<file path="config.mk">
export PLATFORM = sky130hd
export DESIGN_NAME = mem_port_master
export DESIGN_NICKNAME = d
export VERILOG_FILES = /design/src/rtl/mem_port_pkg.sv /design/src/rtl/mem_port_master_resp_fifo.sv /design/src/rtl/mem_port_master.sv
export SDC_FILE = /design/constraint.sdc
export NUM_CORES = 1
export LEC_CHECK = 0
export ABC_AREA = 1
export BUFFER_PORTS_ARGS = -buffer_cell sky130_fd_sc_hd__buf_4
export CAP_MARGIN = 20
export CORE_ASPECT_RATIO = 1.5
export CORE_MARGIN = 5
export CORE_UTILIZATION = 30
export DETAILED_ROUTE_END_ITERATION = 10
export GPL_ROUTABILITY_DRIVEN = 0
export PLACE_DENSITY = 0.54
export SYNTH_ARGS = -nofsm -noshare
export SYNTH_HDL_FRONTEND = slang
export SYNTH_SLANG_ARGS = --single-unit
</file>
<file path="constraint.sdc">
create_clock -name clk -period 2.56 [get_ports clk]
set_clock_uncertainty 0.05 [all_clocks]
set_input_delay 0.256 -clock clk [delete_from_list [all_inputs] [get_ports clk]]
set_output_delay 0.256 -clock clk [all_outputs]
set_load 0.05 [all_outputs]
</file>
<file path="src/rtl/mem_port_pkg.sv">
// Shared types and helpers for the SRAM port initiator.
package mem_port_pkg;

  localparam int MEM_DATA_WIDTH = 32;
  localparam int BE_WIDTH       = MEM_DATA_WIDTH / 8;

  // One response entry as it sits in the response FIFO.
  typedef struct packed {
    logic                      write;
    logic [MEM_DATA_WIDTH-1:0] rdata;
  } mem_rsp_t;

  // Credit sum needs one bit more than the occupancy counter so that
  // count + inflight cannot wrap before the compare.
  function automatic int credit_width(input int depth);
    return $clog2(depth + 1) + 1;
  endfunction

endpackage

</file>
<file path="src/rtl/mem_port_master_resp_fifo.sv">
// Generic synchronous FIFO; output is presented from the head entry.
module resp_fifo #(
  parameter int DEPTH = 2,
  parameter int WIDTH = 33
) (
  input  logic                       clk,
  input  logic                       rst,
  input  logic                       push,
  input  logic [WIDTH-1:0]           din,
  input  logic                       pop,
  output logic [WIDTH-1:0]           dout,
  output logic [$clog2(DEPTH+1)-1:0] count,
  output logic                       full,
  output logic                       empty
);

  localparam int PTR_W = (DEPTH > 1) ? $clog2(DEPTH) : 1;
  localparam int CNT_W = $clog2(DEPTH + 1);

  logic [WIDTH-1:0] store [DEPTH];
  logic [PTR_W-1:0] wr_ptr;
  logic [PTR_W-1:0] rd_ptr;

  // Pointers wrap at DEPTH, which need not be a power of two.
  function automatic logic [PTR_W-1:0] next_ptr(input logic [PTR_W-1:0] p);
    return (p == PTR_W'(DEPTH - 1)) ? '0 : p + 1'b1;
  endfunction

  // Pointer and occupancy bookkeeping; push+pop together leaves count alone.
  always_ff @(posedge clk) begin
    if (rst) begin
      wr_ptr <= '0;
      rd_ptr <= '0;
      count  <= '0;
    end else begin
      if (push) wr_ptr <= next_ptr(wr_ptr);
      if (pop)  rd_ptr <= next_ptr(rd_ptr);
      case ({push, pop})
        2'b10:   count <= count + 1'b1;
        2'b01:   count <= count - 1'b1;
        default: count <= count;
      endcase
    end
  end

  // Entry storage carries data only and is never cleared.
  always_ff @(posedge clk) begin
    if (push) store[wr_ptr] <= din;
  end

  assign dout  = store[rd_ptr];
  assign full  = (count == CNT_W'(DEPTH));
  assign empty = (count == '0);

  pop_on_empty: assert property (@(posedge clk) disable iff (rst) !(pop && empty));

endmodule

</file>
<file path="src/rtl/mem_port_master.sv">
// Valid/ready request channel to single-port SRAM cycles, with in-order
// responses returned through a credit-protected response FIFO.
module mem_port_master
  import mem_port_pkg::*;
#(
  parameter int ADDR_WIDTH = 15,
  parameter int DATA_WIDTH = 32,
  parameter int RESP_DEPTH = 2
) (
  input  logic                    clk,
  input  logic                    rst,
  input  logic                    req_valid_i,
  output logic                    req_ready_o,
  input  logic [ADDR_WIDTH-1:0]   req_addr_i,
  input  logic                    req_we_i,
  input  logic [DATA_WIDTH/8-1:0] req_be_i,
  input  logic [DATA_WIDTH-1:0]   req_wdata_i,
  output logic                    rsp_valid_o,
  input  logic                    rsp_ready_i,
  output logic [DATA_WIDTH-1:0]   rsp_rdata_o,
  output logic                    rsp_write_o,
  output logic                    mem_en_o,
  output logic [ADDR_WIDTH-1:0]   mem_addr_o,
  output logic                    mem_we_o,
  output logic [DATA_WIDTH/8-1:0] mem_be_o,
  output logic [DATA_WIDTH-1:0]   mem_wdata_o,
  input  logic [DATA_WIDTH-1:0]   mem_rdata_i
);

  localparam int CNT_W  = $clog2(RESP_DEPTH + 1);
  localparam int CRD_W  = credit_width(RESP_DEPTH);
  localparam int FIFO_W = DATA_WIDTH + 1;

  logic                  accept;
  logic                  pop;
  logic                  vld_p1;
  logic                  we_p1;
  logic [CNT_W-1:0]      count;
  logic                  full;
  logic                  empty;
  logic [CRD_W-1:0]      credit;
  logic [DATA_WIDTH-1:0] cap_rdata;
  logic [FIFO_W-1:0]     push_data;
  logic [FIFO_W-1:0]     head;

  // ---- stage p0: accept and drive the SRAM port in the same cycle
  assign pop         = rsp_valid_o & rsp_ready_i;
  assign credit      = CRD_W'(count) + CRD_W'(vld_p1) - CRD_W'(pop);
  assign req_ready_o = !rst & (credit < CRD_W'(RESP_DEPTH));
  assign accept      = req_valid_i & req_ready_o;

  assign mem_en_o    = accept;
  assign mem_we_o    = accept ? req_we_i    : 1'b0;
  assign mem_addr_o  = accept ? req_addr_i  : '0;
  assign mem_be_o    = accept ? req_be_i    : '0;
  assign mem_wdata_o = accept ? req_wdata_i : '0;

  // Inflight marker: one cycle behind accept, dropped on reset.
  always_ff @(posedge clk) begin
    if (rst) vld_p1 <= 1'b0;
    else     vld_p1 <= accept;
  end

  // Direction of the inflight access travels alongside the marker.
  always_ff @(posedge clk) begin
    we_p1 <= req_we_i;
  end

  // ---- stage p1: SRAM read data is valid; capture into the FIFO
  assign cap_rdata = we_p1 ? '0 : mem_rdata_i;
  assign push_data = {we_p1, cap_rdata};

  resp_fifo #(
    .DEPTH (RESP_DEPTH),
    .WIDTH (FIFO_W)
  ) u_resp_fifo (
    .clk   (clk),
    .rst   (rst),
    .push  (vld_p1),
    .din   (push_data),
    .pop   (pop),
    .dout  (head),
    .count (count),
    .full  (full),
    .empty (empty)
  );

  // ---- stage p2: response presented from the FIFO head
  assign rsp_valid_o = !empty & !rst;
  assign rsp_write_o = rsp_valid_o & head[FIFO_W-1];
  assign rsp_rdata_o = rsp_valid_o ? head[DATA_WIDTH-1:0] : '0;

  push_overflow: assert property (@(posedge clk) disable iff (rst) !(vld_p1 && full && !pop));

endmodule

</file>
==> Yosys cells after proc, flatten, opt, wreduce, memory -nomap -nowiden <==
Memory sizes are Yosys's and may differ from the RTL's. A register that Yosys moved wholly into a read port is not among the register bits.
Index checks and enable logic that the tools add are counted.
{ "word_totals": {"regBits": 6, "mem_bits_rw": 66, "inputBits": 88, "elab_cells": 37, "memories": 1} }
{ "classes": {"n_addsub": 6, "n_lt_le_gt_ge": 1, "n_eq_ne": 2, "muxes": 13, "n_bitwise": 5, "n_reduce_logical": 4} }
{ "memory_table": {"columns": ["name", "depth", "word_bits", "rd", "rd_ports_with_merged_regs", "wr", "line_no", "source"], "rows": [
  ["u_resp_fifo.store", 2, 33, 1, 1, 1, "mem_port_master_resp_fifo.sv:20", "logic [WIDTH-1:0] store [DEPTH];"]
]} }
{ "ops": {"columns": ["cell", "n"], "rows": [
  ["32-bit two-way mux", 3],
  ["15-bit two-way mux", 1],
  ["1-bit two-way mux", 7],
  ["1-bit bitwise AND", 5],
  ["4-bit two-way mux", 1],
  ["2-bit one-hot mux with 2 select lines", 1],
  ["2-bit by 1-bit adder with 3-bit output", 1],
  ["3-bit by 2-bit < comparator with 1-bit output, second input constant", 1],
  ["3-bit by 1-bit subtractor with 3-bit output", 1],
  ["1-bit adder, second input constant", 2],
  ["2-bit by 1-bit adder with 2-bit output, second input constant", 1],
  ["2-bit by 1-bit equality test with 1-bit output, second input constant", 1],
  ["2-bit equality test, second input constant", 1],
  ["1-bit logical NOT", 2],
  ["2-bit logical NOT", 1],
  ["2-bit nonzero test", 1],
  ["2-bit by 1-bit subtractor with 2-bit output, second input constant", 1]
]} }

==> Logic depth before layout (Yosys ltp) <==
{ "depth": {"word_depth": 9, "depth_mapped": 14, "ltp_nobuf": 13} }

==> Cells and area by module <==
A second synthesis with hierarchy kept.
{ "unflattened": {"hier_cells": 403, "area_unflattened_um2": 4005.1} }
{ "by_module_without_submodules": {"columns": ["module", "instances", "cells_each", "area_each_um2", "seq_area_each_um2"], "rows": [
  ["resp_fifo", 1, 136, 2762.6, 2082.0],
  ["mem_port_master", 1, 267, 1242.4, 40.0]
]} }

==> Worst setup path after synthesis <==
No wires, ideal clock.
{ "synth_timing": {"kind": "reg-to-output", "startpoint": "register u_resp_fifo.count[1]", "endpoint": "output port mem_wdata_o[23]", "arrival_time_ps": 2663, "required_ps": 2254, "setup_slack_ps": -409, "path_stages_with_launch": 15, "path_buffers": 1, "path_cell_list": "dfxtp_1 > inv_1 > nand2_1 > nand3_1 > nand2_1 > nand3_2 > fa_1 > inv_1 > nor2_1 > nor2_1 > o211ai_1 > inv_2 > nand2_4 > buf_6 > nor2_1"} }
{ "synth_between": {"elab_chain_len": 9, "word_cells_on_any_way": 10, "cone_classes": "2 x add/sub; 1 x order compare; 1 x mux; 4 x bitwise; 2 x reduce/logical"} }
{ "synth_rtl": {"columns": ["element", "line_no", "source"], "rows": [
  ["start, declared", "mem_port_master_resp_fifo.sv:12", "output logic [$clog2(DEPTH+1)-1:0] count,"],
  ["start signal, assigned", "mem_port_master_resp_fifo.sv:39", "2'b10: count <= count + 1'b1;"],
  ["start signal, assigned", "mem_port_master_resp_fifo.sv:40", "2'b01: count <= count - 1'b1;"],
  ["start signal, assigned", "mem_port_master_resp_fifo.sv:41", "default: count <= count;"],
  ["2-bit logical NOT", "mem_port_master_resp_fifo.sv:53", "assign empty = (count == '0);"],
  ["1-bit logical NOT", "mem_port_master.sv:89", "assign rsp_valid_o = !empty & !rst;"],
  ["1-bit bitwise AND", "mem_port_master.sv:89", null],
  ["1-bit bitwise AND", "mem_port_master.sv:47", "assign pop = rsp_valid_o & rsp_ready_i;"],
  ["3-bit by 1-bit subtractor with 3-bit output (*)", "mem_port_master.sv:48", "assign credit = CRD_W'(count) + CRD_W'(vld_p1) - CRD_W'(pop);"],
  ["3-bit by 2-bit < comparator with 1-bit output (*)", "mem_port_master.sv:49", "assign req_ready_o = !rst & (credit < CRD_W'(RESP_DEPTH));"],
  ["1-bit bitwise AND (*)", "mem_port_master.sv:49", null],
  ["named net req_ready_o", "mem_port_master.sv:13", "output logic req_ready_o,"],
  ["1-bit bitwise AND (*)", "mem_port_master.sv:50", "assign accept = req_valid_i & req_ready_o;"],
  ["32-bit two-way mux (*)", "mem_port_master.sv:56", "assign mem_wdata_o = accept ? req_wdata_i : '0;"],
  ["end, declared", "mem_port_master.sv:26", "output logic [DATA_WIDTH-1:0] mem_wdata_o,"]
]} }
Mark *: on every way through the listed nets, which the timed path passes. The rest lies on a longest branch.

==> Worst setup path after layout <==
{ "layout_timing": {"startpoint": "register u_resp_fifo.count[0]", "endpoint": "output port mem_wdata_o[27]"} }
{ "layout_between": {"elab_chain_len": 9, "word_cells_on_any_way": 10, "cone_classes": "2 x add/sub; 1 x order compare; 1 x mux; 4 x bitwise; 2 x reduce/logical"} }
{ "layout_rtl": {"columns": ["element", "line_no"], "rows": [
  ["2-bit logical NOT", "mem_port_master_resp_fifo.sv:53"],
  ["1-bit logical NOT", "mem_port_master.sv:89"],
  ["1-bit bitwise AND", "mem_port_master.sv:89"],
  ["1-bit bitwise AND", "mem_port_master.sv:47"],
  ["3-bit by 1-bit subtractor with 3-bit output (*)", "mem_port_master.sv:48"],
  ["3-bit by 2-bit < comparator with 1-bit output (*)", "mem_port_master.sv:49"],
  ["1-bit bitwise AND (*)", "mem_port_master.sv:49"],
  ["1-bit bitwise AND (*)", "mem_port_master.sv:50"],
  ["32-bit two-way mux (*)", "mem_port_master.sv:56"]
]} }
Every way passes the cells marked *; elsewhere a longest branch is shown, timed or not.

==> reports/qor.tcl <==
set qor(clock_tree.buffer_depth) 2
set qor(type_of_the_setup_path_with_the_least_slack) {flip-flop to primary output}
set qor(global_route_wire_length_before_repair_um) 17400
set qor(failed_checks) {negative setup slack}
set qor(htreeDepth) 3
set qor(num-nets-final) 695
set qor(power_density_nw_per_um2) 636
set qor(grt_overflow_total) 0
set qor(asyncSetResetFlopFracSynth) 0
set qor(drtAntennaViolNets) 0
set qor(final.setup.worst_slack_ns) -0.195
set qor(timing.critical_path.to_type) {primary output}
set qor(sequential_cell_area_um2) 2130
set qor(synth_seq_area_share) 0.573
set qor(ys_top_cells_by_area) {edfxtp_1 (54%), inv_1 (13%), mux2_2 (10%)}
set qor(max_freq_mhz) 363
set qor(grt_setup_unrepaired) {true}
set qor(core.rowCount) 49
set qor(critical_path.top_delay_family) {buffers and inverters}
set qor(cp.buffers_inverters) 6
set qor(syn_inst) 396
set qor(grt_start_max_net_pins) 35
set qor(root_buffer) {clkbuf_16}
set qor(start_kind) {flip-flop}
set qor(grt_antenna_before_repair) 0
set qor(cell_area_after_synthesis_um2) 3700
set qor(postSynthRegisterBits) 73
set qor(worstMarginPinSlew_ns) 0.724
set qor(synth_area_leader_cell) {edfxtp_1}
set qor(cts.clk_slew.worst_paths_ns) 0.05
set qor(fillerInstances) 1097
set qor(num_clock_sinks) 73
set qor(drt_iter0_markers) 44
set qor(postSynth.topFlopCell) {edfxtp_1}
set qor(layout_worst_path_cycle_share) 1.08
set qor(result_of_the_run) {finished with violations}
set qor(layoutNonFillerInstCount) 764
set qor(port_buffers) 175
set qor(delay_of_the_slowest_cell_on_the_worst_path_ns) 0.37
set qor(die-height_um) 146
set qor(maxCapViolations) 0
set qor(area_occupied_by_multi_input_gates_um2) 1420
set qor(pin_count) 176
set qor(average_wire_per_standard_cell_um) 14.2
set qor(synth.net_count) 485
set qor(initial_core_util) 0.307
set qor(final_period_minus_worst_setup_slack_ns) 2.75
set qor(power.leakage_nw) 3.24
set qor(worstPathArrival_ns) 2.45
set qor(drc) 0
set qor(maxSlewHeadroom) 0.514
set qor(die_w_um) 101
set qor(synth.yosys.warnings) 0
set qor(dr_total_vias) 3258
set qor(fp.dieArea_um2) 14700
set qor(post_detailed_route_via_to_cell_ratio) 4.26
set qor(critical_path_peak_fanout) 5
set qor(ir_drop_mv) 0.258
set qor(via_count_of_the_first_global_routing_pass) 3748
set qor(critical-path-slowest-cell) {fa_2}
set qor(clock_tree_from_tritoncts) {built}
set qor(fin_total_pwr_w) 0.00418
set qor(num_cts_buffers) 9
set qor(clock_latency_ns) 0.32
set qor(core-area_um2) 12100
set qor(finalSetupViolations) 53
set qor(final-max-slew-violation-count) 0
set qor(num_antenna_cells) 0
set qor(detailedRoute.firstPassIterationCount) 4
set qor(synth_top_cell_area_share) 0.535
set qor(grt_util_all_layers) 0.150
set qor(cells_along_the_critical_path) {inv_4 -> nand2_4 -> nand4_1 -> nand3_2 -> fa_2 -> inv_2 -> nor2_1 -> nor2_1 -> o211ai_1 -> inv_2 -> nand2_8 -> buf_8 -> buf_16 -> nor2_4 -> buf_8}
set qor(drt_wl_total_um) 10800
set qor(timing.critical_path.required_ns) 2.25
set qor(timing.hold.worst.class) {input port to flip-flop}
set qor(post_placement_cell_count) 723
set qor(synth_edf_count) 66
set qor(post-synth-top-count-cell) {inv_1}
set qor(finalHoldViolations) 0
set qor(area.growth.synth_to_final_pct) 77.4
set qor(hpwl_um) 7660
set qor(yosys.cell_types.count) 21
set qor(drive_above_1_share) 0.535
set qor(synthesis.area_per_instance_um2) 9.35
set qor(synth.top_cells.by_count) {inv_1 (127), nor2_1 (93), edfxtp_1 (66)}
[final cells by class]
cell class                 instances  area share
sequential                        73       0.324
timing repair buffer             214       0.317
multi-input combinational        180       0.217
inverter                         128      0.0745
clock buffer                      12      0.0360
tap                              153      0.0291
clock inverter                     4     0.00305
[registers in the layout (all words and copies together), names as in the netlist, named ones only]
signal / count
u_resp_fifo.count: 2
u_resp_fifo.rd_ptr: 1
u_resp_fifo.store: 66
u_resp_fifo.wr_ptr: 1
vld_p1: 1
we_p1: 1
[power by group]
part	switching (W)	internal, W
clock network	0.000427	0.000647
logic	0.000971	0.000691
registers	0.0000348	0.00140
[cells in the final DEF, fill, tap and decap left out]
| cell | n |
|---|---|
| edfxtp_1 | 66 |
| dfxtp_2 | 3 |
| buf_16 | 3 |
| clkbuf_16 | 11 |
| nand4_1 | 2 |
| dfxtp_1 | 4 |
| inv_2 | 3 |
| nand2_2 | 1 |
| nand3_2 | 2 |
| nand2_1 | 38 |
| mux2_2 | 33 |
| nand2_8 | 1 |
| buf_4 | 144 |
| fa_2 | 1 |
| clkinv_1 | 3 |
| a21oi_1 | 2 |
| nand3_4 | 1 |
| xor2_1 | 1 |
| inv_1 | 121 |
| clkinvlp_4 | 2 |
| a21oi_4 | 1 |
| nor3_1 | 1 |
| dlygate4sd3_1 | 1 |
| nor2_4 | 53 |
| inv_4 | 2 |
| o211ai_1 | 1 |
| clkbuf_1 | 3 |
| nand2_4 | 1 |
| nand3_1 | 1 |
| clkinv_2 | 1 |
| buf_8 | 20 |
| buf_6 | 37 |
| nor2_1 | 40 |
| buf_12 | 7 |
[kinds of logic after synthesis]
family	Yosys count	share of synthesized area
muxes	33	0.100
and+or+nand+nor	141	0.149
xor gates and xnor gates	1	0.00237
adders and majority gates	1	0.00541
DFF	73	0.573
AOI/OAI and AO/OA	4	0.00913
buffers and inverters	143	0.160
[layer usage]
metal,part of all wire,wire [µm],track usage
met4,0.020,215,0.0641
met3,0.095,1030,0.0601
met1,0.32,3500,0.138
met5,0,0,0
met2,0.56,6080,0.282
[metrics by stage]
stage	instance area, µm²	hold WS [ns]	TNS (ns)	setup WS [ns]	utilization
3_5_place_dp	5650	0.324	0	0.0573	0.468
6_report	6570	0.110	-8.68	-0.195	0.544
5_1_grt	6570	0.117	-16.46	-0.339	0.544
3_3_place_gp	5650	0.321	0	0.108	0.468
2_1_floorplan	4130	0.234	0	0.0240	-
4_1_cts	6450	0.0998	-7.58	-0.208	0.534
[worst paths after layout]
check	from	end	slack [ns]	depth (start not counted)
min	rst	flip-flop	0.11	2
min reg2reg	u_resp_fifo.rd_ptr$_SDFFE_PP0P_	flip-flop	0.46	2
max	u_resp_fifo.count[0]$_SDFFE_PP0P_	mem_wdata_o[27]	-0.19	15
max reg2reg	u_resp_fifo.count[0]$_SDFFE_PP0P_	vld_p1$_SDFF_PP0_	0.52	12
[what timing repair did]
action | CTS | global route
endpoints found under the hold margin | 1 | 0
hold buffers | 1 | 0
endpoints found under the setup margin | 53 | 54
pin swaps | 6 | 7
cloned | 3 | 2
resized for setup | 78 | 20
buffers inserted | 17 | 6
No activity file was read; power rests on OpenSTA's default activity.
